--- config.mk ---
export PLATFORM = sky130hd
export DESIGN_NAME = fetch_queue
export DESIGN_NICKNAME = d
export VERILOG_FILES = /design/src/rtl/fetch_queue.sv
export SDC_FILE = /design/constraint.sdc
export NUM_CORES = 1
export LEC_CHECK = 0
export CAP_MARGIN = 20
export CORE_MARGIN = 4
export CORE_UTILIZATION = 45
export CTS_BUF_LIST = sky130_fd_sc_hd__clkbuf_8
export DETAILED_ROUTE_END_ITERATION = 12
export PLACE_DENSITY = 0.71
export SKIP_LAST_GASP = 1
export SLEW_MARGIN = 20
export SYNTH_ARGS = -nofsm -noshare
export SYNTH_HDL_FRONTEND = slang
export SYNTH_SLANG_ARGS = --single-unit
--- constraint.sdc ---
create_clock -name clk -period 15.9 [get_ports clk]
set_input_delay 3.18 -clock clk [delete_from_list [all_inputs] [get_ports clk]]
set_output_delay 3.18 -clock clk [all_outputs]
set_load 0.02 [all_outputs]
--- src/rtl/fetch_queue.sv ---
// Instruction fetch queue between IF and ID: a small circular FIFO whose
// IF-facing ready depends only on registered occupancy.
module fetch_queue #(
    parameter int          DEPTH    = 2,
    parameter logic [31:0] NOP_INST = 32'h03400000
) (
    input  logic                         clk,
    input  logic                         rst,
    input  logic                         in_valid,
    output logic                         in_ready,
    input  logic [31:0]                  in_pc,
    input  logic [31:0]                  in_inst,
    input  logic                         in_has_exception,
    input  logic [5:0]                   in_ecode,
    input  logic [8:0]                   in_esubcode,
    input  logic                         flush,
    output logic                         out_valid,
    input  logic                         out_ready,
    output logic [31:0]                  out_pc,
    output logic [31:0]                  out_inst,
    output logic                         out_has_exception,
    output logic [5:0]                   out_ecode,
    output logic [8:0]                   out_esubcode,
    output logic [$clog2(DEPTH):0]       count
);

    localparam int              PW         = $clog2(DEPTH);
    localparam logic [PW:0]     FULL_COUNT = (PW+1)'(DEPTH);
    localparam logic [PW:0]     ZERO_COUNT = '0;
    localparam logic [PW:0]     CNT_ONE    = (PW+1)'(1);
    localparam logic [PW-1:0]   PTR_ONE    = PW'(1);

    logic [PW-1:0] wp;
    logic [PW-1:0] rp;
    logic [PW:0]   occ;

    logic [31:0] pc_mem   [DEPTH];
    logic [31:0] inst_mem [DEPTH];
    logic        exc_mem  [DEPTH];
    logic [5:0]  ecode_mem[DEPTH];
    logic [8:0]  esub_mem [DEPTH];

    logic        push;
    logic        pop;
    logic [31:0] store_inst;

    // Ready comes from registered occupancy only, cutting the ID stall path to IF.
    assign in_ready  = (occ != FULL_COUNT);
    assign out_valid = (occ != ZERO_COUNT);
    assign count     = occ;

    assign push = in_valid && in_ready && !flush;
    assign pop  = out_valid && out_ready && !flush;

    assign store_inst = in_has_exception ? NOP_INST : in_inst;

    assign out_pc            = pc_mem[rp];
    assign out_inst          = inst_mem[rp];
    assign out_has_exception = exc_mem[rp];
    assign out_ecode         = ecode_mem[rp];
    assign out_esubcode      = esub_mem[rp];

    always_ff @(posedge clk) begin
        if (rst) begin
            wp  <= '0;
            rp  <= '0;
            occ <= '0;
            for (int i = 0; i < DEPTH; i++) begin
                pc_mem[i]    <= '0;
                inst_mem[i]  <= '0;
                exc_mem[i]   <= 1'b0;
                ecode_mem[i] <= '0;
                esub_mem[i]  <= '0;
            end
        end else if (flush) begin
            // Slot contents are left in place; only the bookkeeping is cleared.
            wp  <= '0;
            rp  <= '0;
            occ <= '0;
        end else begin
            if (push) begin
                pc_mem[wp]    <= in_pc;
                inst_mem[wp]  <= store_inst;
                exc_mem[wp]   <= in_has_exception;
                ecode_mem[wp] <= in_ecode;
                esub_mem[wp]  <= in_esubcode;
                wp            <= wp + PTR_ONE;
            end
            if (pop) begin
                rp <= rp + PTR_ONE;
            end
            case ({push, pop})
                2'b10:   occ <= occ + CNT_ONE;
                2'b01:   occ <= occ - CNT_ONE;
                default: occ <= occ;
            endcase
        end
    end

endmodule

==> reports/results.tsv, run 1 <==
metric	value	unit
PwrDens	96.4	mW/mm^2
routability cong.	0.718	
largest fanout on the critical path	53	
Post-synth EDFFs	160	
number of global-route vias before repair	4581	
CP endpoint kind	flop	
setup bufs post-CTS	0	
Sw Ratio	22.1	%
diodes inserted	0	
Synth Register Bits	165	
layout cells sized above 1	18.0	%
drt wl/cell	16.9	microns
critical path required time	15970	ps
Vias/cell	4.89	
core area	0.0154	sq mm
fin cells	882	
cts repair resizes	0	
Inst Count DP	849	
Psw	0.202	mW
DRC Markers	0	
first-pass GRT wire length	23600	microns
CTS tree	built	
most frequent cell after synthesis	edfxtp_1	
DP HPWL	9430	microns
register area share after synthesis	68.3	%
Rows	45	
period utilisation layout	35.4	%
Final Hold Vio Count	0	
pin count of the biggest net entering global routing	81	
clock slew at reported path FFs	80	ps
clock insertion delay at the later pin of the skew report	440	ps
remaining antenna violation count	0	
Max clock buf depth	2	
Setup TNS	0	ps
ys async rst share	0	%
internal power	0.712	mW
nature of the critical path startpoint	primary input	
max-slew violation count	0	
via count	4317	
clock buffer count from CTS	17	
Clk Tree Root Cell	clkbuf_8	
fillers	1218	
clock skew	11.0	ps
status	complete, no violations	
global route overflow	0	
Lkg Pwr	3.45	nW
Sequential Power Share	55.2	%
Gate power share	12.5	%
drt first pass iters	4	
final setup fails	0	
average size of a mapped cell	14.5	sq um
Initial DRC Count	275	
nets@finish	744	
H-Tree Depth	4	
max-cap viol count	0	
Mapped Cells	496	
die width	134	microns
FMAX	0.177	GHz
area added between synthesis and finish	32.1	%
post-synthesis cell area	0.00718	sq mm
die height	134	microns
final WL	14900	microns
Tmin final	5630	ps
leading cell types by count after synthesis	160 x edfxtp_1, 96 x and2_1, 80 x mux2_2	
cell taking the most area after synthesis	edfxtp_1	
path type of the worst setup path	in -> reg	
Worst slew margin	32.0	%
clock power share	32.4	%
post-synthesis cell type count	26	
VDD IR max	0.0506	mV
initial antenna violation count	1	
Starting Density	46.5	%
Die ar.	0.0180	sq mm
top cells by area, synth	edfxtp_1 67%, mux2_2 13%, and2_1 8.4%	
Syn Nets	582	
Setup WS pre-CTS	9750	ps
clock sink count	165	
total global-route track usage	16.9	%
Data arrival, critical path	5710	ps
number of port buffers	168	
final worst slack	10270	ps
unrepaired setup endpoints after global routing	no	
hold buffers post-CTS	0	
Hold WC Path Type	reg -> reg	
Post-synth top flop	edfxtp_1	
Synth warnings	0	
Ports	169	
slew of the pin with the lowest slew margin	1020	ps
Synth top area share	66.9	%
power by group through the flow:
stage,Clock (mW),Combinational (mW),Sequential (mW)
after floorplan,0,0.0545,0.514
after global placement,0,0.113,0.514
after detailed placement,0,0.115,0.515
after CTS,0.305,0.115,0.505
after global routing,0.324,0.122,0.506
final,0.296,0.114,0.504
placed cells by master (no fill, tap or decap), types with 2 or more instances in the layout:
cell / instances
bufinv_16: 2
and2_1: 96
nor4_1: 3
mux2_2: 80
dfxtp_1: 4
clkbuf_8: 21
or3_1: 3
inv_1: 6
clkinvlp_4: 4
buf_4: 4
nand2b_1: 29
edfxtp_1: 160
xor2_1: 2
nor2_1: 69
a21oi_1: 2
o21ai_0: 3
clkdlybuf4s50_1: 168
worst paths after layout:
check            from           end  slack, ps  cells past startpoint
min                rp          flop        530                      2
max          in_valid  pc_mem[0][0]      10270                      5
max reg2reg  count[0]  pc_mem[0][0]      13050                      4
min reg2reg        rp          flop        530                      2
sequential cells by signal, summed over array words and instances (netlist names), named ones only:
register   cells
rp             1
inst_mem      64
exc_mem        2
wp             1
esub_mem      18
pc_mem        64
count          2
ecode_mem     12
stage by stage:
step	hold slack (ps)	cell area, sq um	util (%)	power [mW]
detailed placement	502	9060	58.8	0.630
floorplan	472	7180	-	0.569
finish	526	9480	61.5	0.914
global placement	487	9040	58.6	0.627
CTS	522	9460	61.3	0.925
global route	557	9480	61.5	0.952
routing by layer:
metal,global-route usage (%),routed length (microns)
met1,20.6,6100
met2,29.3,7950
met3,4.05,631
met4,6.05,203
met5,0,13
cells by family (layout without fill, tap and decap cells):
family	after synthesis	in the layout	share of synthesized area, %
AO/OA/AOI/OAI	6	6	0.453
multiplexers	80	80	12.5
adder cells (fa/ha/maj)	1	1	0.174
XOR/XNOR	3	3	0.366
buffers and inverters	33	208	2.07
flip-flops	165	165	68.3
AND/OR/NAND/NOR	208	208	16.1
cell type report:
type                            instances  area [sq um]  share of cell area (%)
Timing Repair Buffer                  174          1760                    18.6
Clock inverter                         11           110                    1.16
Inverter                                2          7.51                  0.0792
Clock buffer                           21           289                    3.05
Multi-Input combinational cell        298          2140                    22.6
Sequential cell                       165          4910                    51.8
Tap cell                              211           264                    2.78
critical path, stage by stage:
cell	delay, ps
clkdlybuf4s50_1	500
inv_1	110
or3_1	480
o21bai_4	690
buf_4	730
Note: power is estimated with default switching activity, not from simulation.
==> run 2, diff against run 1 <==
clock period = 5.7 ns   (was 15.9 ns; I/O delays follow)
==> run 2 against run 1 <==
- combinational power rose to 2.8 times the previous value
- clock power up 150%
- critical path depth down 2
- power rose to 2.7 times the previous value
- clock skew down 5.0 ps
- sequential share of layout area up 0.32 points
- largest cell class unchanged
- via count up 0.39%
- sequential power rose to 2.8 times the previous value
- worst hold slack worse by 12 ps
- largest power group unchanged
==> reports/results.tsv, run 2 (synthesis results as in run 1) <==
metric	value	unit	change
CP bufs+invs	2		-1
CP endpoint kind	output port		
cts repair resizes	0		unchanged
clock buffer count from CTS	17		unchanged
most common cell after layout, fill and taps aside	clkdlybuf4s50_1		
nature of the critical path startpoint	flop		
Starting Density	46.5	%	unchanged
drt wl/cell	17.1	microns	+1.0%
biggest regs	inst_mem (64), pc_mem (64), esub_mem (18)		
slowest stage cell, crit path	dfxtp_4		
initial antenna violation count	1		unchanged
hold path depth	2		unchanged
most frequent cells in the layout	168 x clkdlybuf4s50_1, 160 x edfxtp_1, 96 x and2_1, 80 x mux2_2, 69 x nor2_1		
Initial DRC Count	232		-16%
Reg2Reg Depth	6		+2
setup bufs post-CTS	0		unchanged
total global-route track usage	16.9	%	+0.019 points
Die ar.	0.0180	sq mm	unchanged
reg-to-reg startpoint	count[1]		
Fin Hold WS	514	ps	-11.7 ps
via count	4334		+0.39%
Tmin final	3600	ps	
Lkg Pwr	3.43	nW	-0.56%
number of global-route vias before repair	4629		+1.0%
max-slew violation count	0		unchanged
pin count of the biggest net entering global routing	81		unchanged
diodes inserted	0		unchanged
Setup TNS	0	ps	unchanged
FMAX	0.278	GHz	
Hold WC Path Type	reg -> reg		
final setup fails	0		unchanged
Max clock buf depth	2		unchanged
area added between synthesis and finish	31.3	%	
drt first pass iters	4		unchanged
slew of the pin with the lowest slew margin	936	ps	-81.2 ps
DP HPWL	9640	microns	+2.3%
clock skew	6.06	ps	-4.98 ps
CP max stage delay	700	ps	-30 ps
Vias/cell	4.91		+0.28%
number of port buffers	168		unchanged
Worst slew margin	37.4	%	+5.4 points
Inst Count DP	849		unchanged
Final Hold Vio Count	0		unchanged
min-delay src	rp		
die height	134	microns	unchanged
clock insertion delay at the later pin of the skew report	450	ps	about the same
max-cap viol count	0		unchanged
fin cells	883		+0.11%
period utilisation layout	63.2	%	
fillers	1264		+3.8%
Multi-input gate area	0.00214	sq mm	unchanged
critical-path cell list	buf_12 -> mux2_2 -> clkdlybuf4s50_1		
PwrDens	261	mW/mm^2	+170%
Ports	169		unchanged
clock slew at reported path FFs	80	ps	about the same
H-Tree Depth	4		unchanged
DRC Markers	0		unchanged
r2r endpoint	ecode_mem[1][4]		
core area	0.0154	sq mm	unchanged
remaining antenna violation count	0		unchanged
global route overflow	0		unchanged
status	complete, no violations		
final WL	15100	microns	+1.1%
VDD IR max	0.156	mV	+210%
storage element area	0.00491	sq mm	unchanged
crit-path leading delay family	buffers and inverters		
nets@finish	745		+0.13%
area post-placement	0.00904	sq mm	-0.22%
Data arrival, critical path	2460	ps	-3250 ps
first-pass GRT wire length	23300	microns	-1.4%
clock sink count	165		unchanged
hold buffers post-CTS	0		unchanged
largest fanout on the critical path	42		-21%
Rows	45		unchanged
critical path required time	4560	ps	-11410 ps
Design Area, Final	0.00942	sq mm	-0.62%
Clk Tree Root Cell	clkbuf_8		
layout cells sized above 1	17.9	%	-0.18 points
unrepaired setup endpoints after global routing	no		
path type of the worst setup path	reg -> out		
routability cong.	0.743		+3.5%
Worst R2R Setup Slack	3390	ps	-9660 ps
die width	134	microns	unchanged
CTS tree	built		
[run 2: changes by cell type in the layout (fill, tap and decap cells not counted)]
cell / before / now
clkinv_2: 1 / 6
clkbuf_8: 21 / 17
clkinv_1: 0 / 4
clkinvlp_4: 4 / 1
inv_1: 6 / 4
buf_4: 4 / 5
bufinv_16: 2 / 1
clkinv_4: 0 / 1
[run 2: layer usage]
layer	routed length [microns]	part of all wire, %	global-route usage [%]	up-vias
met1	6130	41	20.7	2115
li1	-	-	-	2068
met3	732	4.9	4.95	23
met2	7900	52	28.4	126
met4	293	1.9	6.56	2
met5	13	0.086	0	-
[run 2: through the flow]
step / power (mW) / util [%] / worst slack, ps
finish: 2.46 / 61.1 / 2100
global route: 2.55 / 61.1 / 1990
CTS: 2.48 / 60.8 / 1940
detailed placement: 1.76 / 58.6 / 2150
global placement: 1.75 / 58.6 / 2170
floorplan: 1.58 / - / 1460
[run 2: worst max path at each step]
stage,from,to,cells after the start
after floorplan,in_valid,ecode_mem[0][0],4
after global placement,rst,pc_mem[1][26],5
after detailed placement,rst,pc_mem[1][26],5
after CTS,flop,out_inst[15],2
after global routing,flop,out_pc[0],3
final,flop,out_pc[28],3
[run 2: where the power goes]
group	leakage, nW	switching [mW]	total, mW	internal, mW
logic	1.53	0.152	0.319	0.167
clock network	0.181	0.400	0.730	0.330
registers	1.72	0.0170	1.41	1.39
[run 2: cell type report]
type | instances | share of cell area (%)
tap | 211 | 2.80
clock buffer | 17 | 2.48
timing repair buffer | 175 | 18.7
inverter | 2 | 0.0797
sequential | 165 | 52.1
clock inverter | 15 | 1.05
multi-input combinational | 298 | 22.8
[run 2: tightest hold or removal path, delay by kind of cell (launching register included)]
family	cells	cell delay, ps
DFF	1	330
and+or+nand+nor	1	70
xor gates and xnor gates	1	80
==> run 3, diff against run 2 <==
PLACE_DENSITY = 0.74   (was 0.71)
clock period = 3.2 ns   (was 5.7 ns; I/O delays follow)
==> run 3 against run 2 <==
- clock-buffer cell count did not move
- clock power rose by 73%
- sequential power rose by 78%
- final cell count rose by 0.45%
- sequential share of layout area fell by 0.44 points
- worst hold slack got worse by 6.0 ps
- die area did not move
- global-route usage rose by 0.22 points
- critical endpoint is now out_inst[27]
- largest power group unchanged
==> reports/results.tsv, run 3 (synthesis results as in run 1) <==
metric	value	unit	change
r2r endpoint	inst_mem[0][6]		
remaining antenna violation count	0		unchanged
FMAX	0.351	GHz	
clock skew	4.88	ps	-1.18 ps
drt first pass iters	4		unchanged
Fin Hold WS	508	ps	-6.01 ps
Die ar.	0.0180	sq mm	unchanged
max-slew violation count	0		unchanged
Inst Count DP	857		+0.94%
total power draw	4.35	mW	+77%
Vias/cell	4.89		-0.34%
min-delay src	rp		
Clk Tree Root Cell	clkbuf_8		
largest fanout on the critical path	37		-12%
total global-route track usage	17.1	%	+0.22 points
max-cap viol count	0		unchanged
CP endpoint kind	output port		
core area	0.0154	sq mm	unchanged
DRC Markers	0		unchanged
VDD IR max	0.244	mV	+56%
layout cells sized above 1	17.9	%	+0.042 points
pin count of the biggest net entering global routing	49		-40%
clock slew at reported path FFs	80	ps	about the same
period utilisation layout	89.1	%	
PwrDens	458	mW/mm^2	+76%
Worst slew margin	60.7	%	+23 points
die height	134	microns	unchanged
slowest stage cell, crit path	dfxtp_4		
critical path required time	2560	ps	-2000 ps
nature of the critical path startpoint	flop		
fillers	1214		-4.0%
hold path depth	2		unchanged
most common cell after layout, fill and taps aside	clkdlybuf4s50_1		
Data arrival, critical path	2210	ps	-250 ps
Rows	45		unchanged
Ports	169		unchanged
area added between synthesis and finish	32.4	%	
initial antenna violation count	0		-1
number of port buffers	168		unchanged
clock insertion delay at the later pin of the skew report	440	ps	about the same
fin cells	887		+0.45%
clock buffer count from CTS	17		unchanged
routability cong.	0.725		-2.5%
CTS tree	built		
CP max stage delay	560	ps	-140 ps
Max clock buf depth	2		unchanged
Hold WC Path Type	reg -> reg		
reg-to-reg startpoint	count[0]		
number of global-route vias before repair	4705		+1.6%
path type of the worst setup path	reg -> out		
status	complete, no violations		
drt wl/cell	17.2	microns	+0.74%
Reg2Reg Depth	4		-2
slew of the pin with the lowest slew margin	587	ps	-349 ps
cts repair resizes	0		unchanged
critical-path cell list	buf_12 -> mux2_2 -> clkdlybuf4s50_1		
biggest regs	inst_mem (64), pc_mem (64), esub_mem (18)		
unrepaired setup endpoints after global routing	no		
storage element area	0.00491	sq mm	unchanged
diodes inserted	0		unchanged
Setup TNS	0	ps	unchanged
Final Hold Vio Count	0		unchanged
DP HPWL	10500	microns	+8.7%
global route overflow	0		unchanged
die width	134	microns	unchanged
Worst R2R Setup Slack	1140	ps	-2250 ps
first-pass GRT wire length	23900	microns	+2.4%
most frequent cells in the layout	168 x clkdlybuf4s50_1, 160 x edfxtp_1, 96 x and2_1, 80 x mux2_2, 69 x nor2_1		
final WL	15200	microns	+1.2%
Initial DRC Count	242		+4.3%
Multi-input gate area	0.00214	sq mm	unchanged
Tmin final	2850	ps	
via count	4339		+0.12%
Starting Density	46.5	%	unchanged
setup bufs post-CTS	0		unchanged
clock sink count	165		unchanged
H-Tree Depth	4		unchanged
hold buffers post-CTS	0		unchanged
nets@finish	751		+0.81%
Lkg Pwr	3.48	nW	+1.4%
final setup fails	0		unchanged
-- run 3: power by group --
group	leakage, nW	internal (mW)	switching [mW]	total, mW
Clock	0.177	0.576	0.686	1.26
Combinational	1.58	0.310	0.273	0.583
Sequential	1.72	2.48	0.0300	2.51
Total	3.48	3.36	0.989	4.35
-- run 3: worst max-delay path: cells and delay by family (launching register included) --
kind	cells	cell delay (ps)
flip-flops	1	560
multiplexers	1	380
buffers and inverters	2	830
-- run 3: how the worst max path moves through the flow --
| stage | startpoint | to | cells past startpoint |
|---|---|---|---|
| 4_1_cts | flop | out_inst[27] | 3 |
| 2_1_floorplan | in_valid | ecode_mem[0][0] | 4 |
| 3_5_place_dp | in_valid | pc_mem[0][12] | 5 |
| 3_3_place_gp | in_valid | pc_mem[0][13] | 5 |
| 6_report | flop | out_inst[27] | 3 |
| 5_1_grt | flop | out_inst[27] | 3 |
-- run 3: metrics by stage --
stage | setup slack (ps) | instance area, sq um | util [%]
after global placement | 524 | 9190 | 59.6
after floorplan | 331 | 7190 | -
final | 349 | 9500 | 61.6
after detailed placement | 474 | 9190 | 59.6
after CTS | 290 | 9500 | 61.6
after global routing | 233 | 9500 | 61.6
-- run 3: layout make-up --
class | instances | share of cell area (%)
Sequential cell | 165 | 51.6
Multi-Input combinational cell | 298 | 22.6
Timing Repair Buffer | 181 | 19.6
Tap cell | 211 | 2.78
Clock buffer | 17 | 2.46
Clock inverter | 13 | 0.829
Inverter | 2 | 0.0790
-- run 3: per-layer routing --
| metal | share of wire (%) | vias to the layer above | wire length [microns] | global-route usage, % |
|---|---|---|---|---|
| li1 | - | 2079 | - | - |
| met4 | 1.9 | 0 | 294 | 5.77 |
| met2 | 52 | 132 | 7970 | 29.8 |
| met5 | 0 | - | 0 | 0 |
| met1 | 41 | 2107 | 6190 | 20.6 |
| met3 | 5.2 | 21 | 793 | 4.61 |
